$ cat config.mk
export PLATFORM = sky130hd
export DESIGN_NAME = lc3_pipe_controller_flat
export DESIGN_NICKNAME = d
export VERILOG_FILES = /design/src/rtl/lc3_defs.sv /design/src/rtl/lc3_pipe_controller_if.sv /design/src/rtl/lc3_mem_fsm.sv /design/src/rtl/lc3_pipe_controller.sv /design/src/flat_wrapper.sv
export SDC_FILE = /design/constraint.sdc
export NUM_CORES = 1
export LEC_CHECK = 0
export CORE_MARGIN = 1.5
export CORE_UTILIZATION = 28
export CTS_CLUSTER_SIZE = 20
export DETAILED_ROUTE_END_ITERATION = 6
export HOLD_SLACK_MARGIN = 0.12
export PLACE_DENSITY_LB_ADDON = 0.12
export SLEW_MARGIN = 40
export SYNTH_ARGS = -nofsm -noshare
export SYNTH_HDL_FRONTEND = slang
export SYNTH_HIERARCHICAL = 1
export SYNTH_SLANG_ARGS = --single-unit
$ cat constraint.sdc
create_clock -name clock -period 2.7 [get_ports clock]
set_clock_uncertainty 0.2 [all_clocks]
set_input_delay 0.81 -clock clock [delete_from_list [all_inputs] [get_ports clock]]
set_output_delay 0.81 -clock clock [all_outputs]
set_load 0.01 [all_outputs]
$ cat src/rtl/lc3_defs.sv
// Shared LC-3 controller definitions: opcodes, memory-access state encodings
// and opcode-class helpers used by the pipeline controller and its sub-blocks.
package lc3_defs;

  localparam int unsigned OP_W = 4;

  localparam logic [OP_W-1:0] OP_BR  = 4'b0000;
  localparam logic [OP_W-1:0] OP_ADD = 4'b0001;
  localparam logic [OP_W-1:0] OP_LD  = 4'b0010;
  localparam logic [OP_W-1:0] OP_ST  = 4'b0011;
  localparam logic [OP_W-1:0] OP_AND = 4'b0101;
  localparam logic [OP_W-1:0] OP_LDR = 4'b0110;
  localparam logic [OP_W-1:0] OP_STR = 4'b0111;
  localparam logic [OP_W-1:0] OP_NOT = 4'b1001;
  localparam logic [OP_W-1:0] OP_LDI = 4'b1010;
  localparam logic [OP_W-1:0] OP_STI = 4'b1011;
  localparam logic [OP_W-1:0] OP_JMP = 4'b1100;
  localparam logic [OP_W-1:0] OP_LEA = 4'b1110;

  typedef enum logic [1:0] {
    MEM_READ  = 2'd0,
    MEM_IND   = 2'd1,
    MEM_WRITE = 2'd2,
    MEM_IDLE  = 2'd3
  } mem_state_e;

  function automatic logic is_alu(input logic [OP_W-1:0] op);
    return (op == OP_ADD) || (op == OP_AND) || (op == OP_NOT);
  endfunction

  function automatic logic is_ctrl(input logic [OP_W-1:0] op);
    return (op == OP_BR) || (op == OP_JMP);
  endfunction

  // Loads that actually touch data memory (LEA only computes an address)
  function automatic logic is_load_mem(input logic [OP_W-1:0] op);
    return (op == OP_LD) || (op == OP_LDR) || (op == OP_LDI);
  endfunction

  function automatic logic is_store(input logic [OP_W-1:0] op);
    return (op == OP_ST) || (op == OP_STR) || (op == OP_STI);
  endfunction

  function automatic logic uses_sr1(input logic [OP_W-1:0] op);
    return is_alu(op) || (op == OP_LDR) || (op == OP_STR) || (op == OP_JMP);
  endfunction

  function automatic logic is_alu_reg(input logic [OP_W-1:0] op, input logic imm);
    return ((op == OP_ADD) || (op == OP_AND)) && !imm;
  endfunction

endpackage

$ cat src/rtl/lc3_pipe_controller_if.sv
// Controller <-> datapath signal bundle; master is the controller side.
interface lc3_pipe_controller_if;
  logic        complete_instr;
  logic        complete_data;
  logic [15:0] IMem_dout;
  logic [15:0] IR;
  logic [15:0] IR_Exec;
  logic [2:0]  NZP;
  logic [2:0]  psr;
  logic        enable_updatePC;
  logic        enable_fetch;
  logic        enable_decode;
  logic        enable_execute;
  logic        enable_writeback;
  logic        br_taken;
  logic [1:0]  mem_state;
  logic        bypass_alu_1;
  logic        bypass_alu_2;
  logic        bypass_mem_1;
  logic        bypass_mem_2;

  modport master (
    input  complete_instr, complete_data, IMem_dout, IR, IR_Exec, NZP, psr,
    output enable_updatePC, enable_fetch, enable_decode, enable_execute,
           enable_writeback, br_taken, mem_state,
           bypass_alu_1, bypass_alu_2, bypass_mem_1, bypass_mem_2
  );

  modport slave (
    output complete_instr, complete_data, IMem_dout, IR, IR_Exec, NZP, psr,
    input  enable_updatePC, enable_fetch, enable_decode, enable_execute,
           enable_writeback, br_taken, mem_state,
           bypass_alu_1, bypass_alu_2, bypass_mem_1, bypass_mem_2
  );
endinterface

$ cat src/rtl/lc3_mem_fsm.sv
// Data-memory access sequencer: tracks read / indirect / write phases of the
// instruction in Execute until data memory signals completion.
module lc3_mem_fsm
  import lc3_defs::*;
(
  input  logic            clock,
  input  logic            reset,
  input  logic            start,
  input  logic [OP_W-1:0] opcode,
  input  logic            complete_data,
  output mem_state_e      state
);

  mem_state_e next_state;
  logic       ind_store;
  logic       ind_store_next;

  always_ff @(posedge clock) begin
    if (reset) begin
      state     <= MEM_IDLE;
      ind_store <= 1'b0;
    end else begin
      state     <= next_state;
      ind_store <= ind_store_next;
    end
  end

  // Remember LDI vs STI: the Execute IR may move on while the pointer is fetched
  always_comb begin
    next_state     = state;
    ind_store_next = ind_store;
    case (state)
      MEM_IDLE: begin
        if (start) begin
          if ((opcode == OP_LD) || (opcode == OP_LDR)) begin
            next_state = MEM_READ;
          end else if (opcode == OP_LDI) begin
            next_state     = MEM_IND;
            ind_store_next = 1'b0;
          end else if (opcode == OP_STI) begin
            next_state     = MEM_IND;
            ind_store_next = 1'b1;
          end else if ((opcode == OP_ST) || (opcode == OP_STR)) begin
            next_state = MEM_WRITE;
          end
        end
      end
      MEM_IND: begin
        if (complete_data) next_state = ind_store ? MEM_WRITE : MEM_READ;
      end
      MEM_READ, MEM_WRITE: begin
        if (complete_data) next_state = MEM_IDLE;
      end
      default: next_state = MEM_IDLE;
    endcase
  end

endmodule

$ cat src/rtl/lc3_pipe_controller.sv
// LC-3 five-stage pipeline controller: stage enables, branch bubbles and
// decision, data-memory stall sequencing and Execute operand bypass selects.
module lc3_pipe_controller
  import lc3_defs::*;
#(
  parameter int unsigned BR_STALL_CYCLES = 3
) (
  input  logic                  clock,
  input  logic                  reset,
  lc3_pipe_controller_if.master bus
);

  localparam int unsigned CNT_W = (BR_STALL_CYCLES < 2) ? 1 : $clog2(BR_STALL_CYCLES + 1);

  mem_state_e         mem_state;
  logic               mem_idle;
  logic               exec_en;
  logic [CNT_W-1:0]   br_count;
  logic [OP_W-1:0]    op_d;
  logic [OP_W-1:0]    op_x;
  logic [2:0]         dst_x;
  logic               match_1;
  logic               match_2;
  logic               taken;
  logic               unused_bits;

  assign op_d        = bus.IR[15:12];
  assign op_x        = bus.IR_Exec[15:12];
  assign dst_x       = bus.IR_Exec[11:9];
  assign mem_idle    = (mem_state == MEM_IDLE);
  assign exec_en     = !reset && mem_idle;
  assign unused_bits = ^{bus.IR[4:3], bus.IR_Exec[8:0]};

  lc3_mem_fsm u_mem_fsm (
    .clock         (clock),
    .reset         (reset),
    .start         (exec_en),
    .opcode        (op_x),
    .complete_data (bus.complete_data),
    .state         (mem_state)
  );

  // Fetch-bubble counter; frozen while a data access holds the pipe
  always_ff @(posedge clock) begin
    if (reset) begin
      br_count <= '0;
    end else if (mem_idle) begin
      if (br_count != '0) begin
        br_count <= br_count - CNT_W'(1);
      end else if (bus.complete_instr && is_ctrl(bus.IMem_dout[15:12])) begin
        br_count <= CNT_W'(BR_STALL_CYCLES);
      end
    end
  end

  assign match_1 = uses_sr1(op_d) && (bus.IR[8:6] == dst_x);
  assign match_2 = (is_alu_reg(op_d, bus.IR[5]) && (bus.IR[2:0] == dst_x)) ||
                   (is_store(op_d) && (bus.IR[11:9] == dst_x));
  assign taken   = (br_count == CNT_W'(1)) && is_ctrl(op_x) && |(bus.NZP & bus.psr);

  always_comb begin
    bus.enable_updatePC  = 1'b0;
    bus.enable_fetch     = 1'b0;
    bus.enable_decode    = 1'b0;
    bus.enable_execute   = 1'b0;
    bus.enable_writeback = 1'b0;
    bus.br_taken         = 1'b0;
    bus.mem_state        = 2'(MEM_IDLE);
    bus.bypass_alu_1     = 1'b0;
    bus.bypass_alu_2     = 1'b0;
    bus.bypass_mem_1     = 1'b0;
    bus.bypass_mem_2     = 1'b0;
    if (!reset) begin
      bus.mem_state        = 2'(mem_state);
      bus.enable_execute   = mem_idle;
      bus.enable_decode    = mem_idle && bus.complete_instr;
      bus.enable_fetch     = mem_idle && bus.complete_instr && (br_count == '0);
      bus.br_taken         = mem_idle && taken;
      bus.enable_updatePC  = bus.enable_fetch || bus.br_taken;
      bus.enable_writeback = mem_idle || ((mem_state == MEM_READ) && bus.complete_data);
      if (mem_idle) begin
        bus.bypass_mem_1 = is_load_mem(op_x) && match_1;
        bus.bypass_mem_2 = is_load_mem(op_x) && match_2;
        bus.bypass_alu_1 = is_alu(op_x) && match_1 && !bus.bypass_mem_1;
        bus.bypass_alu_2 = is_alu(op_x) && match_2 && !bus.bypass_mem_2;
      end
    end
  end

endmodule

$ cat src/flat_wrapper.sv
// flat-port wrapper written by rule: the top's interface ports become plain ports
module lc3_pipe_controller_flat import lc3_defs::*;
#(
  parameter int unsigned BR_STALL_CYCLES = 3
)
  (clock, reset, bus_complete_instr, bus_complete_data, bus_IMem_dout, bus_IR, bus_IR_Exec, bus_NZP, bus_psr, bus_enable_updatePC, bus_enable_fetch, bus_enable_decode, bus_enable_execute, bus_enable_writeback, bus_br_taken, bus_mem_state, bus_bypass_alu_1, bus_bypass_alu_2, bus_bypass_mem_1, bus_bypass_mem_2);
  lc3_pipe_controller_if bus_i ();
  input  logic clock;
  input  logic reset;
  input wire logic [$bits(bus_i.complete_instr)-1:0] bus_complete_instr;
  input wire logic [$bits(bus_i.complete_data)-1:0] bus_complete_data;
  input wire logic [$bits(bus_i.IMem_dout)-1:0] bus_IMem_dout;
  input wire logic [$bits(bus_i.IR)-1:0] bus_IR;
  input wire logic [$bits(bus_i.IR_Exec)-1:0] bus_IR_Exec;
  input wire logic [$bits(bus_i.NZP)-1:0] bus_NZP;
  input wire logic [$bits(bus_i.psr)-1:0] bus_psr;
  output wire logic [$bits(bus_i.enable_updatePC)-1:0] bus_enable_updatePC;
  output wire logic [$bits(bus_i.enable_fetch)-1:0] bus_enable_fetch;
  output wire logic [$bits(bus_i.enable_decode)-1:0] bus_enable_decode;
  output wire logic [$bits(bus_i.enable_execute)-1:0] bus_enable_execute;
  output wire logic [$bits(bus_i.enable_writeback)-1:0] bus_enable_writeback;
  output wire logic [$bits(bus_i.br_taken)-1:0] bus_br_taken;
  output wire logic [$bits(bus_i.mem_state)-1:0] bus_mem_state;
  output wire logic [$bits(bus_i.bypass_alu_1)-1:0] bus_bypass_alu_1;
  output wire logic [$bits(bus_i.bypass_alu_2)-1:0] bus_bypass_alu_2;
  output wire logic [$bits(bus_i.bypass_mem_1)-1:0] bus_bypass_mem_1;
  output wire logic [$bits(bus_i.bypass_mem_2)-1:0] bus_bypass_mem_2;
  assign bus_i.complete_instr = bus_complete_instr;
  assign bus_i.complete_data = bus_complete_data;
  assign bus_i.IMem_dout = bus_IMem_dout;
  assign bus_i.IR = bus_IR;
  assign bus_i.IR_Exec = bus_IR_Exec;
  assign bus_i.NZP = bus_NZP;
  assign bus_i.psr = bus_psr;
  assign bus_enable_updatePC = bus_i.enable_updatePC;
  assign bus_enable_fetch = bus_i.enable_fetch;
  assign bus_enable_decode = bus_i.enable_decode;
  assign bus_enable_execute = bus_i.enable_execute;
  assign bus_enable_writeback = bus_i.enable_writeback;
  assign bus_br_taken = bus_i.br_taken;
  assign bus_mem_state = bus_i.mem_state;
  assign bus_bypass_alu_1 = bus_i.bypass_alu_1;
  assign bus_bypass_alu_2 = bus_i.bypass_alu_2;
  assign bus_bypass_mem_1 = bus_i.bypass_mem_1;
  assign bus_bypass_mem_2 = bus_i.bypass_mem_2;
  lc3_pipe_controller #(.BR_STALL_CYCLES(BR_STALL_CYCLES)) u_core (.clock(clock), .reset(reset), .bus(bus_i));
endmodule
==> results.yml, run 1 <==
status:
  status: "finished, violations left"
  violations: "negative setup slack"
detailed_routing:
  drc_errors: 0
  ant_nets: 0
  via_count: 766
  dr.pass1.iters: 4
  wl_per_cell_um: 11.0
  viasPerCell: 4.61
  routed_wl_um: 1830
  drt-initial-drc-count: 13
die:
  num_rows: 16
  start_util: 0.299
  io_pins: 70
  die-height_um: 49.0
  coreArea_um2: 1980
  die_area_um2: 2400
  die_w_um: 49.0
yosys:
  synth-seq-cells: 5
  ys_warn_count: 6
  synth_nets: 134
  ys_types: 29
  synth_cells: 74
  netlist_area_um2: 592
  avgSynthCellArea_um2: 8.00
  ys_seq_area_frac: 0.169
place:
  pre_cts_slack_ns: -0.828
  postPlaceCellArea_um2: 1180
  place.gp.congestion: 0.697
  port-buffer-count: 46
  dp_hpwl_um: 1480
layout:
  fin_util: 0.605
  layout-drive-gt1-share: 0.424
  filler_cell_count: 187
  area_growth_pct: 103
  final_nets: 200
  final_area_um2: 1200
  diodes: 0
sta:
  final-hold-violation-count: 0
  maxSlewViolCount: 0
  fmax_mhz: 361
  fin_crit_sh: 1.03
  fin_crit_ns: 2.77
  worst_pin_slew_ns: 0.359
  rsz0062_at_grt: "true"
  fin_ws_ns: -0.0720
  setup_viol: 3
  maxSlewHeadroom: 0.760
clock_tree:
  clkSlewWorstSetupHoldPaths_ns: 0.04
  insertion_delay_ns: 0.24
  cts_sinks: 5
  cts_tree: "yes"
  cts_hold_buffers: 0
  root_buffer: "clkbuf_4"
  cts_max_level: 1
  cts_inserted_buffers: 3
  clk_path_buf_depth: 2
worst_setup_path:
  crit_buf_inv: 3
  slowest_stage: "a222oi_1"
  critPathKind: "in -> out"
  cp_max_fo: 2
  end_kind: "output pin"
  crit_arrival_ns: 1.76
  reg2reg_slack_ns: 1.17
  startpoint_type: "input port"
  cp_cell_sequence: "buf_6, a222oi_1, nand4b_1, buf_4, a21oi_2, buf_2"
  crit_required_ns: 1.69
  critPathTopFamily: "compound AO/OA/AOI/OAI gates"
  slowest_delay_ns: 0.39
global_route:
  grt_pass1_wl_um: 3090
  grt_pass1_vias: 730
  overflow: 0
  antenna_found_initial: 0
  grt_usage: 0.160
  grt_max_degree: 10
power:
  power.leakage_nw: 0.561
  power.density_nw_per_um2: 364
  total_power_mw: 0.437
  ir_drop_v: 0.000252
flow_run:
  maxCapViolations: 0
min_path:
  hold_class: "reg -> reg"
## routing by layer
layer  part of all wire  vias to the layer above  GRT usage
met5                  0                        -          0
met4                  0                        0     0.0429
met3              0.075                        0     0.0307
met2               0.48                       25      0.281
met1               0.45                      347      0.199
li1                   -                      394          -
## kinds of logic (layout without fill, tap and decap cells)
logic type | count (synthesis) | after routing | synth area share
xor+xnor | 12 | 12 | 0.178
fa+ha+maj | 2 | 2 | 0.0423
mux | 1 | 1 | 0.0169
simple gates | 35 | 35 | 0.349
buf+inv | 5 | 70 | 0.0317
flops | 5 | 5 | 0.169
compound gates | 14 | 14 | 0.214
## path summary, 6_finish.rpt
kind,cells after the start,end,startpoint
worst min-delay path,2,u_core/br_count[1],u_core/br_count[1]
worst max register to register,7,u_core/u_mem_fsm/ind_store,u_core/u_mem_fsm/state[1]
worst max-delay path,6,bus_enable_updatePC,bus_psr[0]
worst min register to register,2,u_core/br_count[1],u_core/br_count[1]
## repair_timing
item / in CTS / in global routing
gates resized for setup: 122 / 8
setup buffers: 2 / 1
pin swaps: 24 / 7
setup endpoints to repair: 12 / 9
hold endpoints to repair: 0 / 0
## per-stage QoR
step,std cells,setup TNS (ns),hold WS [ns]
final,166,-0.0821,0.339
after detailed placement,159,-7.82,0.339
after global routing,166,-0.587,0.381
after floorplan,74,0,0.299
after CTS,165,-0.0799,0.344
after global placement,159,-7.75,0.318
## cells in the mapped netlist (all sizes together)
library cell / count / area (µm²)
a211oi: 1 / 12.5
a21oi: 6 / 30.0
a222oi: 1 / 10.0
and2: 1 / 6.26
and3: 1 / 6.26
dfxtp: 5 / 100
ha: 2 / 25.0
inv: 5 / 18.8
mux2i: 1 / 10.0
nand2: 4 / 17.5
nand2b: 2 / 12.5
nand3b: 5 / 37.5
nand4: 4 / 31.3
nand4b: 1 / 8.76
nor2: 10 / 37.5
nor2b: 1 / 6.26
nor4b: 1 / 8.76
o21ai: 1 / 5.00
o21bai: 1 / 7.51
o221ai: 1 / 8.76
o31a: 1 / 8.76
o41ai: 2 / 43.8
or2: 3 / 18.8
or2b: 2 / 15.0
xnor2: 7 / 61.3
xor2: 5 / 43.8
## tightest hold or removal path: cells and delay by family (launching register included)
kind	cells	cell delay, ns
and+or+nand+nor	1	0.12
AOI/OAI and AO/OA	1	0.06
DFF	1	0.31
## registers in the layout, indices dropped and copies added (netlist names)
name,flops
u_core/br_count,2
u_core/u_mem_fsm/ind_store,1
u_core/u_mem_fsm/state,2
## placed cells by master, fill, tap and decap left out, types with 2 or more instances in the layout
| master | Yosys | final |
|---|---|---|
| nand2_1 | 3 | 2 |
| a21oi_2 | 0 | 3 |
| clkdlybuf4s15_1 | 0 | 9 |
| clkbuf_4 | 0 | 3 |
| nand2_2 | 1 | 2 |
| ha_1 | 2 | 2 |
| or2b_1 | 2 | 2 |
| dlygate4sd2_1 | 0 | 10 |
| nand3b_1 | 5 | 5 |
| dfxtp_1 | 5 | 5 |
| buf_2 | 0 | 18 |
| buf_4 | 0 | 12 |
| xnor2_1 | 7 | 5 |
| xor2_1 | 5 | 4 |
| nand2b_1 | 2 | 2 |
| or2_2 | 3 | 3 |
| inv_1 | 5 | 4 |
| buf_6 | 0 | 6 |
| clkdlybuf4s50_1 | 0 | 5 |
| a21oi_1 | 6 | 3 |
| nand4_1 | 3 | 3 |
| nor2_1 | 10 | 8 |
| xnor2_2 | 0 | 2 |
## final cells by class
type,count,area [µm²],area share
clock buffer,4,26.3,0.0219
inverter,5,18.8,0.0156
multi-input combinational,64,534,0.445
sequential,5,100,0.0834
tap,27,33.8,0.0282
timing repair buffer,61,487,0.406
## power by group
group | switching [mW] | total (mW) | internal (mW)
clock network | 0.0296 | 0.0854 | 0.0558
logic | 0.116 | 0.255 | 0.138
registers | 0.00752 | 0.0972 | 0.0897
(Power assumes the default switching activity.)
==> run 2: changes to the inputs <==
--- a/config.mk
+++ b/config.mk
@@ -5,8 +5,11 @@
 export SDC_FILE = /design/constraint.sdc
 export NUM_CORES = 1
 export LEC_CHECK = 0
+export ABC_CLOCK_PERIOD_IN_PS = 2700
+export CELL_PAD_IN_SITES_DETAIL_PLACEMENT = 1
+export CELL_PAD_IN_SITES_GLOBAL_PLACEMENT = 1
 export CORE_MARGIN = 1.5
-export CORE_UTILIZATION = 28
+export CORE_UTILIZATION = 17
 export CTS_CLUSTER_SIZE = 20
 export DETAILED_ROUTE_END_ITERATION = 6
 export HOLD_SLACK_MARGIN = 0.12
==> run 2 against run 1 <==
Effect of this change: the run still ends with negative setup slack left; core utilization is 26 points lower; routed wire length increased by 25%; sequential share of layout area grew 0.26 points; non-clock buffer count shrank 2; critical endpoint unchanged.
==> results.yml, run 2 (synthesized netlist as in run 1, its figures left out) <==
sta:
  fmax_mhz: 358
  final-hold-violation-count: 0
  worst_pin_slew_ns: 0.365
  fin_ws_ns: -0.0948
  rsz0062_at_grt: "true"
  fin_crit_ns: 2.79
  tns_ns: -0.0971
  fin_crit_sh: 1.04
  maxSlewHeadroom: 0.757
  setup_viol: 2
  maxSlewViolCount: 0
place:
  port-buffer-count: 46
  place.gp.congestion: 0.661
  postPlaceCellArea_um2: 1200
  dp_hpwl_um: 1940
detailed_routing:
  routed_wl_um: 2290
  viasPerCell: 4.25
  ant_nets: 0
  dr.pass1.iters: 4
  wl_met1_um: 878
  drt-initial-drc-count: 7
  drc_errors: 0
  highest_layer: "met4"
  via_count: 778
  wl_per_cell_um: 12.5
  wl_met3_um: 132
  wl_met2_um: 1270
min_path:
  worstHoldEndpoint: "u_core/br_count[1]"
  hold_path_startpoint: "u_core/br_count[1]"
  hold_path_depth: 2
  hold_class: "reg -> reg"
worst_setup_path:
  crit_arrival_ns: 1.78
  reg2reg_from: "u_core/u_mem_fsm/state[1]"
  cp_cell_sequence: "buf_6, a222oi_1, nand4b_1, buf_4, a21oi_2, buf_2"
  startpoint_type: "input port"
  critPathKind: "in -> out"
  end_kind: "output pin"
  slowest_delay_ns: 0.39
  reg2regPathDepth: 7
  crit_required_ns: 1.69
  cp_max_fo: 2
  r2r_end: "u_core/u_mem_fsm/state[0]"
  reg2reg_slack_ns: 1.15
  slowest_stage: "a222oi_1"
clock_tree:
  clkSlewWorstSetupHoldPaths_ns: 0.04
  cts_sinks: 5
  clk_path_buf_depth: 2
  cts_tree: "yes"
  cts_hold_buffers: 0
  cts_max_level: 1
  root_buffer: "clkbuf_4"
  cts_inserted_buffers: 3
  insertion_delay_ns: 0.23
layout:
  final_nets: 198
  reg_top3: "u_core/br_count (2), u_core/u_mem_fsm/state (2), u_core/u_mem_fsm/ind_store (1)"
  layout_common_cells: "19 x buf_2, 11 x buf_4, 9 x dlygate4sd2_1, 9 x nor2_1, 7 x buf_6"
  area_growth_pct: 96.6
  diodes: 0
  layout-drive-gt1-share: 0.423
  filler_cell_count: 429
  final_area_um2: 1160
  layout.cells.most_common: "buf_2"
global_route:
  grt_pass1_vias: 775
  grt_max_degree: 10
  overflow: 0
  grt_usage: 0.119
  antenna_found_initial: 0
  grt_pass1_wl_um: 3420
status:
  violations: "negative setup slack"
  status: "finished, violations left"
die:
  start_util: 0.177
  io_pins: 70
  num_rows: 21
  die_w_um: 62
  die-height_um: 62
  coreArea_um2: 3340
  die_area_um2: 3840
power:
  combPwrFrac: 0.584
  ir_drop_v: 0.000366
  intPower_mw: 0.279
  total_power_mw: 0.433
  power.density_nw_per_um2: 372
  power.leakage_nw: 0.552
  power_switching_mw: 0.154
  pwr-share-clk: 0.193
  seqPwrFrac: 0.224
  switching_share: 0.356
flow_run:
  maxCapViolations: 0
run 2: per-stage QoR:
step / cells / setup slack (ns) / util / hold WS (ns)
after floorplan: 74 / 0.168 / - / 0.299
after global placement: 178 / -0.857 / 0.360 / 0.319
after detailed placement: 178 / -0.866 / 0.360 / 0.331
after CTS: 183 / -0.130 / 0.347 / 0.339
after global routing: 183 / -0.173 / 0.349 / 0.379
final: 183 / -0.0948 / 0.349 / 0.336
run 2: critical path, delay by kind of cell:
family,cells,cell delay [ns]
buffers and inverters,3,0.35
AND/OR/NAND/NOR,1,0.20
AO/OA/AOI/OAI,2,0.43
run 2: what timing repair did:
action / CTS / global route
gates cloned: 0 / 0
endpoints found under the setup margin: 12 / 8
buffers inserted: 1 / 0
pin swaps: 24 / 9
resized for setup: 125 / 10
run 2: final cells by class:
cell class              instances  area (µm²)  area share
clock buffers                   4        26.3      0.0226
inverters                       5        18.8      0.0161
multi-input cells              64         508       0.437
flip-flops and latches          5         100      0.0860
well taps                      46        57.6      0.0495
repair buffers                 59         453       0.389
run 2: worst max-delay path by stage:
stage / start / end / slack (ns)
floorplan: bus_IR_Exec[9] / bus_bypass_alu_2 / 0.17
global placement: bus_IR[13] / bus_bypass_alu_2 / -0.86
detailed placement: bus_IR[13] / bus_bypass_alu_2 / -0.87
CTS: bus_psr[0] / bus_enable_updatePC / -0.13
global route: bus_NZP[0] / bus_enable_updatePC / -0.17
finish: bus_NZP[0] / bus_enable_updatePC / -0.09
run 2: per-layer routing:
| layer | vias to the layer above | track usage |
|---|---|---|
| met5 | - | 0 |
| met4 | 0 | 0.0274 |
| met3 | 2 | 0.0186 |
| met2 | 24 | 0.226 |
| met1 | 359 | 0.139 |
| li1 | 393 | - |
run 2: power by group through the flow:
stage	Clock, mW	Sequential, mW	Combinational [mW]
global route	0.0969	0.0987	0.284
finish	0.0834	0.0969	0.253
floorplan	0	0.0993	0.139
global placement	0	0.0976	0.265
CTS	0.0874	0.0971	0.254
detailed placement	0	0.0985	0.269
==> run 3: changes to the inputs <==
--- a/config.mk
+++ b/config.mk
@@ -6,10 +6,10 @@
 export NUM_CORES = 1
 export LEC_CHECK = 0
 export ABC_CLOCK_PERIOD_IN_PS = 2700
-export CELL_PAD_IN_SITES_DETAIL_PLACEMENT = 1
-export CELL_PAD_IN_SITES_GLOBAL_PLACEMENT = 1
+export CELL_PAD_IN_SITES_DETAIL_PLACEMENT = 2
+export CELL_PAD_IN_SITES_GLOBAL_PLACEMENT = 2
 export CORE_MARGIN = 1.5
-export CORE_UTILIZATION = 17
+export CORE_UTILIZATION = 13
 export CTS_CLUSTER_SIZE = 20
 export DETAILED_ROUTE_END_ITERATION = 6
 export HOLD_SLACK_MARGIN = 0.12
==> run 3 against run 2 <==
Effect of this change: the run now ends clean; final cell count up 4.4%; fmax up 3.7%; flip-flop and latch count unchanged; largest power group unchanged.
==> results.yml, run 3 (synthesized netlist as in run 1, its figures left out) <==
status:
  status: "finished, final reports clean"
worst_setup_path:
  crit_arrival_ns: 1.68
  startpoint_type: "input port"
  crit_required_ns: 1.69
  end_kind: "output pin"
  cp_max_fo: 2
  critPathKind: "in -> out"
power:
  ir_drop_v: 0.000204
  switching_share: 0.337
  intPower_mw: 0.333
  pwr-share-clk: 0.277
  power_switching_mw: 0.170
  power.leakage_nw: 0.579
  seqPwrFrac: 0.194
  combPwrFrac: 0.529
  total_power_mw: 0.503
  power.density_nw_per_um2: 398
global_route:
  grt_pass1_wl_um: 4140
  grt_pass1_vias: 882
  grt_use_met1: 0.127
  grt_busiest_layer: "met2"
  grt_usage: 0.103
  grt_max_degree: 10
  use_met2: 0.188
  use_met3: 0.0144
  antenna_found_initial: 0
  overflow: 0
clock_tree:
  root_buffer: "clkbuf_8"
  clk_path_buf_depth: 2
  clkSlewWorstSetupHoldPaths_ns: 0.03
  cts_sinks: 5
  cts_inserted_buffers: 3
  cts_tree: "yes"
  postCtsSetupBuffers: 0
  cts_max_level: 1
  insertion_delay_ns: 0.22
layout:
  layout_common_cells: "17 x buf_2, 13 x buf_4, 10 x dlygate4sd2_1"
  filler_cell_count: 501
  layout.cells.most_common: "buf_2"
  seqCellArea_um2: 100
  final_nets: 200
  diodes: 0
  multi_input_area_um2: 539
  area_growth_pct: 114
  layout-drive-gt1-share: 0.446
  reg_top3: "u_core/br_count (2), u_core/u_mem_fsm/state (2), u_core/u_mem_fsm/ind_store (1)"
  fin_util: 0.290
detailed_routing:
  wl_per_cell_um: 13.1
  via_count: 790
  drc_errors: 0
  routed_wl_um: 2510
  drt-initial-drc-count: 11
  ant_nets: 0
  dr.pass1.iters: 4
  viasPerCell: 4.14
min_path:
  hold_class: "reg -> reg"
sta:
  fmax_mhz: 371
  final-hold-violation-count: 0
  setup_viol: 0
  fin_crit_ns: 2.69
  worst_pin_slew_ns: 0.347
  fin_crit_sh: 0.998
  maxSlewHeadroom: 0.768
  fin_ws_ns: 0.00574
  tns_ns: 0
  rsz0062_at_grt: "true"
  maxSlewViolCount: 0
die:
  coreArea_um2: 4350
  start_util: 0.136
  io_pins: 70
  die_area_um2: 4970
  die_w_um: 70.5
  die-height_um: 70.5
  num_rows: 24
place:
  port-buffer-count: 46
  dp_hpwl_um: 2080
  place.gp.congestion: 0.772
  pre_cts_slack_ns: -0.914
flow_run:
  maxCapViolations: 0
==> run 3: cell count changes in the layout (fill, tap and decap cells not counted), sizes merged <==
cell           previous run  this run
buf                      37        39
dlymetal6s2s              1         0
dlygate4sd2               9        10
clkdlybuf4s15             4         6
clkbuf                    7         5
==> run 3: what timing repair did <==
action | in CTS | in global routing
pin swaps | 24 | 8
endpoints found under the setup margin | 12 | 7
gates resized for setup | 137 | 8
hold buffers | 0 | 0
==> run 3: power groups by stage <==
stage / sequential [mW] / combinational (mW) / clock, mW
6_report: 0.0975 / 0.266 / 0.139
5_1_grt: 0.0995 / 0.296 / 0.149
4_1_cts: 0.0977 / 0.265 / 0.143
3_5_place_dp: 0.0988 / 0.275 / 0
3_3_place_gp: 0.0984 / 0.270 / 0
2_1_floorplan: 0.0993 / 0.139 / 0
==> run 3: metal layers <==
metal | vias to the layer above | wire (µm)
li1 | 392 | -
met1 | 369 | 1060
met2 | 27 | 1300
met3 | 2 | 132
met4 | 0 | 15
met5 | - | 0
==> run 3: final cells by class <==
cell class              count  share of cell area
repair buffers             61               0.392
multi-input cells          64               0.427
flip-flops and latches      5              0.0792
clock buffers               4              0.0356
inverters                   5              0.0149
well taps                  52              0.0515
==> run 3: per-stage QoR <==
step           cells  area (µm²)  hold slack (ns)
4_1_cts          191        1240            0.338
3_3_place_gp     187        1230            0.322
6_report         191        1260            0.334
3_5_place_dp     187        1230            0.334
5_1_grt          191        1260            0.368
2_1_floorplan     74         592            0.299
==> run 3: worst paths after layout <==
kind                                  start                        end  slack [ns]  cells after the start
setup / recovery                 bus_psr[0]        bus_enable_updatePC       0.006                      5
setup reg to reg  u_core/u_mem_fsm/state[1]  u_core/u_mem_fsm/state[0]        1.14                      7
hold / removal           u_core/br_count[1]         u_core/br_count[1]        0.33                      2
hold reg to reg          u_core/br_count[1]         u_core/br_count[1]        0.33                      2
==> run 3: worst max-delay path, cell delays in order <==
cell and delay (ns):
buf_6 0.09, a222oi_1 0.38, nand4b_1 0.20, a21oi_2 0.06, buf_2 0.14
